===== src/rtl/memdata_pkg.sv =====
// Shared definitions for the data-memory block-copy engine: memory geometry and FSM states.
package memdata_pkg;

    localparam int MEM_AW = 9;
    localparam int MEM_DW = 16;

    typedef enum logic [1:0] {
        ST_IDLE  = 2'd0,
        ST_READ  = 2'd1,
        ST_WRITE = 2'd2,
        ST_DONE  = 2'd3
    } state_e;

endpackage


===== src/rtl/memdata_dma.sv =====
// Block-copy DMA master for the data memory (forward copy, READ/WRITE alternating per word).
// Optional MEMDATA_DMA_FILL_EN adds a fill mode that writes a constant word with no reads.
module memdata_dma
    import memdata_pkg::*;
#(
    parameter int AW = MEM_AW,
    parameter int DW = MEM_DW,
    parameter int LW = AW + 1
) (
    input  logic          clk,
    input  logic          reset_n,
    input  logic          start,
    input  logic [AW-1:0] src_addr,
    input  logic [AW-1:0] dst_addr,
    input  logic [LW-1:0] length,
`ifdef MEMDATA_DMA_FILL_EN
    input  logic          fill_mode,
    input  logic [DW-1:0] fill_value,
`endif
    output logic          busy,
    output logic          done,
    output logic          mem_we,
    output logic [AW-1:0] mem_address,
    output logic [DW-1:0] mem_wdata,
    input  logic [DW-1:0] mem_rdata
);

    state_e        state_q, state_d;
    logic [AW-1:0] src_q, src_d;
    logic [AW-1:0] dst_q, dst_d;
    logic [LW-1:0] count_q, count_d;
    logic [DW-1:0] hold_q, hold_d;
    logic          fill_q, fill_d;
    logic [DW-1:0] fillv_q, fillv_d;
    logic          fill_mode_s;
    logic [DW-1:0] fill_value_s;

`ifdef MEMDATA_DMA_FILL_EN
    assign fill_mode_s  = fill_mode;
    assign fill_value_s = fill_value;
`else
    assign fill_mode_s  = 1'b0;
    assign fill_value_s = {DW{1'b0}};
`endif

    // State and datapath registers
    always_ff @(posedge clk or negedge reset_n) begin
        if (!reset_n) begin
            state_q <= ST_IDLE;
            src_q   <= {AW{1'b0}};
            dst_q   <= {AW{1'b0}};
            count_q <= {LW{1'b0}};
            hold_q  <= {DW{1'b0}};
            fill_q  <= 1'b0;
            fillv_q <= {DW{1'b0}};
        end else begin
            state_q <= state_d;
            src_q   <= src_d;
            dst_q   <= dst_d;
            count_q <= count_d;
            hold_q  <= hold_d;
            fill_q  <= fill_d;
            fillv_q <= fillv_d;
        end
    end

    // Next-state and datapath update
    always_comb begin
        state_d = state_q;
        src_d   = src_q;
        dst_d   = dst_q;
        count_d = count_q;
        hold_d  = hold_q;
        fill_d  = fill_q;
        fillv_d = fillv_q;
        case (state_q)
            ST_IDLE: begin
                if (start) begin
                    src_d   = src_addr;
                    dst_d   = dst_addr;
                    count_d = length;
                    fill_d  = fill_mode_s;
                    fillv_d = fill_value_s;
                    if (length == {LW{1'b0}}) begin
                        state_d = ST_DONE;
                    end else if (fill_mode_s) begin
                        state_d = ST_WRITE;
                    end else begin
                        state_d = ST_READ;
                    end
                end else begin
                    state_d = ST_IDLE;
                end
            end
            ST_READ: begin
                hold_d  = mem_rdata;
                state_d = ST_WRITE;
            end
            ST_WRITE: begin
                // Addresses wrap modulo 2^AW by construction
                src_d   = src_q + AW'(1);
                dst_d   = dst_q + AW'(1);
                count_d = count_q - LW'(1);
                if (count_q == LW'(1)) begin
                    state_d = ST_DONE;
                end else if (fill_q) begin
                    state_d = ST_WRITE;
                end else begin
                    state_d = ST_READ;
                end
            end
            ST_DONE: begin
                state_d = ST_IDLE;
            end
            default: begin
                state_d = ST_IDLE;
            end
        endcase
    end

    // Output decode from registered state only; no path from start
    always_comb begin
        busy        = 1'b0;
        done        = 1'b0;
        mem_we      = 1'b0;
        mem_address = {AW{1'b0}};
        mem_wdata   = {DW{1'b0}};
        case (state_q)
            ST_IDLE: begin
                busy = 1'b0;
            end
            ST_READ: begin
                busy        = 1'b1;
                mem_address = src_q;
            end
            ST_WRITE: begin
                busy        = 1'b1;
                mem_we      = 1'b1;
                mem_address = dst_q;
                mem_wdata   = fill_q ? fillv_q : hold_q;
            end
            ST_DONE: begin
                busy = 1'b1;
                done = 1'b1;
            end
            default: begin
                busy = 1'b0;
            end
        endcase
    end

endmodule

===== config.mk =====
export PLATFORM = sky130hd
export DESIGN_NAME = memdata_dma
export DESIGN_NICKNAME = d
export VERILOG_FILES = /design/src/rtl/memdata_pkg.sv /design/src/rtl/memdata_dma.sv
export SDC_FILE = /design/constraint.sdc
export NUM_CORES = 1
export LEC_CHECK = 0
export CAP_MARGIN = 20
export CORE_MARGIN = 4
export CORE_UTILIZATION = 49
export DETAILED_ROUTE_END_ITERATION = 10
export HOLD_SLACK_MARGIN = 0.02
export PLACE_DENSITY_LB_ADDON = 0.15
export SYNTH_ARGS = -nofsm -noshare
export SYNTH_HDL_FRONTEND = slang
export SYNTH_SLANG_ARGS = --single-unit

===== constraint.sdc =====
create_clock -name clk -period 2.1 [get_ports clk]
set_clock_uncertainty 0.2 [all_clocks]
set_input_delay 0.42 -clock clk [delete_from_list [all_inputs] [get_ports clk]]
set_output_delay 0.42 -clock clk [all_outputs]
set_load 0.03 [all_outputs]

==> out/qor.txt, run 1 <==
post-synthesis cell count -> 318
area after detailed placement -> 0.00375 mm²
most frequent standard cell in the layout excluding fill and tap cells -> dfrtp_1
Pre-antenna DRT Iters -> 5
Yosys reg bits -> 46
Post-DP HPWL -> 5.52 mm
Buffers & Inverters on Critical Path -> 3
number of cells on the worst hold path -> 1
library cells used by synthesis -> 44
Max VDD drop -> 0.327 mV
Post-layout nets -> 474
Setup violations, final -> 24
crit path cell chain -> buf_6, ha_4, buf_6, a22oi_2, nor2b_2, buf_6
measured slew at the worst slew-check pin -> 0.324 ns
max-slew violations -> 0
cts bufs inserted -> 5
worst setup path category -> register to output pin
mean instance size in the synthesized netlist -> 8.95 µm²
clock transition at the registers of the reported paths -> 0.10 ns
final critical-path required period -> 2.19 ns
most frequent cells in the layout -> dfrtp_1, clkdlybuf4s50_1, buf_4, buf_6, a21oi_1
Leak Pwr -> 1.87 nW
slack of the worst reg-to-reg path -> 0.12 ns
post-layout worst setup margin -> -0.0945 ns
post-synth design cell area -> 0.00285 mm²
final core utilization -> 76.2%
relative area change from synthesis to final layout -> 49.3%
first element of the critical path -> state_q[1]
number of global-route vias before repair -> 2813
Slowest cell on crit path -> dfrtp_1
routability-driven placement congestion ratio -> 0.851
overall overflow remaining after global route -> 0
area occupied by multi-input gates -> 0.00170 mm²
multiplexer fraction of the synthesized cell area -> 8.84%
first-pass GRT wire length -> 13.7 mm
num ports -> 75
Post-Synthesis Net Count -> 373
run status -> complete, but fails checks
final routed wire length divided by cell count -> 17.2 µm
adder-cell share of the synthesized area -> 3.52%
Chip Height -> 84.2 µm
number of DRC violations after detailed-routing iteration 0 -> 272
Residual DRC -> 0
root buffer cell -> clkbuf_8
insertion delay of the later-clocked pin in the worst-skew pair -> 0.31 ns
data required time at the worst endpoint -> 1.48 ns
fraction of the mapped netlist area in compound gates -> 22.0%
sink of the worst hold path -> hold_q[5]
total routing usage reported by global routing -> 23.6%
total power -> 1.74 mW
Crit path arrival time -> 1.57 ns
Seq. cell area -> 0.00115 mm²
post-synthesis share of cell area spent on and, or, nand and nor gates -> 19.7%
DIE WIDTH -> 84.2 µm
beginning of the worst hold path -> hold_q[5]
Die Outline Area -> 0.00709 mm²
final standard cell area without fillers -> 0.00425 mm²
Port Buffers -> 74
sinks on the clock net -> 46
slowest stage delay, CP -> 0.42 ns
# diodes -> 0
minimum hold slack -> 0.318 ns
antenna violations before repair -> 0
CP most frequent cell -> buf_6
share of layout cells above drive strength 1 -> 33.6%
area of the placeable core -> 0.00557 mm²
number of vias in the routed layout -> 2926
average via count per standard cell -> 5.95
capturing point of the worst reg2reg path -> count_q[5]
area share of the largest cell type after synthesis -> 40.5%
final hold violations -> 0
clock tree buffer depth -> 2
violated checks -> setup timing
largest family of logic cells by synthesized area -> compound AO/OA/AOI/OAI gates
peak fanout along the critical path -> 6
power density over the cells -> 409 mW/mm²
Fillers -> 394
wire length reported by the detailed router -> 8.46 mm
starting density of the core -> 51.0%
level count of the clock H-tree -> 2
max_cap viols -> 0
unrepaired setup endpoints after global routing -> true
worst max-slew margin expressed relative to the limit -> 78.2%
Top delay family on crit path -> flip-flops
setup TNS after final layout -> -1.61 ns
top cells by area in the synthesized netlist -> dfrtp_1, mux2_2, a21oi_1
type of the most critical hold path -> register to register
sequential area share after synthesis -> 40.5%
count of nets left with antenna violations after detail routing -> 0
standard-cell rows -> 27
pre-CTS worst setup slack -> 0.000615 ns
share of the clock period used by the worst path after layout -> 105%
CP Capture Type -> output pin
post-synthesis share of cell area spent on xor and xnor gates -> 0%
nature of the critical path startpoint -> register
maximum number of pins on one net before global-route repair -> 47
CTS tree -> done
Cells after DPL -> 465
Worst Reg-to-Reg Cells -> 7
Fmax achieved -> 456 MHz
Critical R2R Launch -> state_q[0]
Yosys warning count -> 0
cell taking the most area after synthesis -> dfrtp_1
final std cells w/o fill -> 492
-- Yosys cell counts --
master     instances
dfrtp_1           46
a21oi_1           24
nand2_1           19
nand3_1           18
o21ai_0           17
o22ai_1           17
and2_1            16
mux2_2            16
nor2_1            16
clkbuf_1          13
inv_1             12
nor2b_1           10
a22oi_1            8
buf_2              8
ha_1               8
o22a_1             8
nand4_1            7
a31oi_1            6
mux2i_1            6
and3_1             5
nor3_1             4
buf_1              3
inv_2              3
nor4_1             3
a221o_1            2
a2bb2oi_1          2
a311oi_1           2
nand2b_1           2
o31ai_1            2
a21boi_0           1
a21boi_2           1
a21o_1             1
a31o_2             1
a32o_1             1
and4_1             1
mux2_1             1
nand2_2            1
nor3b_2            1
nor4_2             1
nor4b_1            1
o21ai_1            1
o2bb2ai_1          1
o311a_1            1
o32ai_1            1
-- how the worst max path moves through the flow --
stage	endpoint	cells past startpoint
2_1_floorplan	mem_address[6]	6
3_3_place_gp	count_q[5]	7
3_5_place_dp	count_q[5]	7
4_1_cts	mem_address[1]	6
5_1_grt	mem_address[4]	6
6_report	mem_address[6]	6
-- worst register-to-register path, cell delays in order, from the launching register on --
cell     delay [ns]
dfrtp_1        0.41
inv_2          0.12
ha_4           0.16
buf_4          0.19
nor2b_2        0.18
nor2_1         0.04
mux2_1         0.29
a221o_1        0.29
-- cells by family after synthesis --
logic type	Yosys count
AND/OR/NAND/NOR	105
multiplexers	23
adder cells (fa/ha/maj)	8
buffers and inverters	39
AO/OA/AOI/OAI	97
flip-flops	46
-- state kept, by name (all words and copies together) (netlist names) --
name     flops
src_q        9
count_q     10
hold_q      16
dst_q        9
state_q      2
-- routing by layer --
layer  track usage (%)  wire [µm]  vias to the layer above
met5                 0          0                        -
met4              8.19        156                        0
met3              5.20        735                       14
met2              35.9       3970                      154
met1              33.2       3600                     1391
li1                  -          -                     1367
-- final cells by class --
cell class | instances | area share (%)
flip-flops and latches | 46 | 27.1
well taps | 72 | 2.12
repair buffers | 118 | 26.9
multi-input cells | 233 | 39.9
clock inverters | 2 | 0.884
inverters | 15 | 1.33
clock buffers | 6 | 1.71
-- what timing repair did --
action | 4_1_cts | 5_1_grt
pin swaps | 1 | 5
hold endpoints to repair | 46 | 0
gates cloned | 1 | 0
hold buffers | 1 | 0
setup buffers | 7 | 10
endpoints found under the setup margin | 29 | 31
resized for setup | 40 | 32
-- where the power goes --
group	internal [mW]	leakage, nW	switching (mW)
Combinational	0.0972	1.28	0.0474
Clock	0.356	0.0514	0.327
Sequential	0.901	0.534	0.00852
Total	1.35	1.87	0.383
Note: power is estimated with default switching activity, not from simulation.
==> inputs of run 2 (changes only) <==
Settings changed: TNS_END_PERCENT from default to 100.
==> results of run 2 <==
Same layout as run 1: the final DEF is identical, and so are final timing and power.
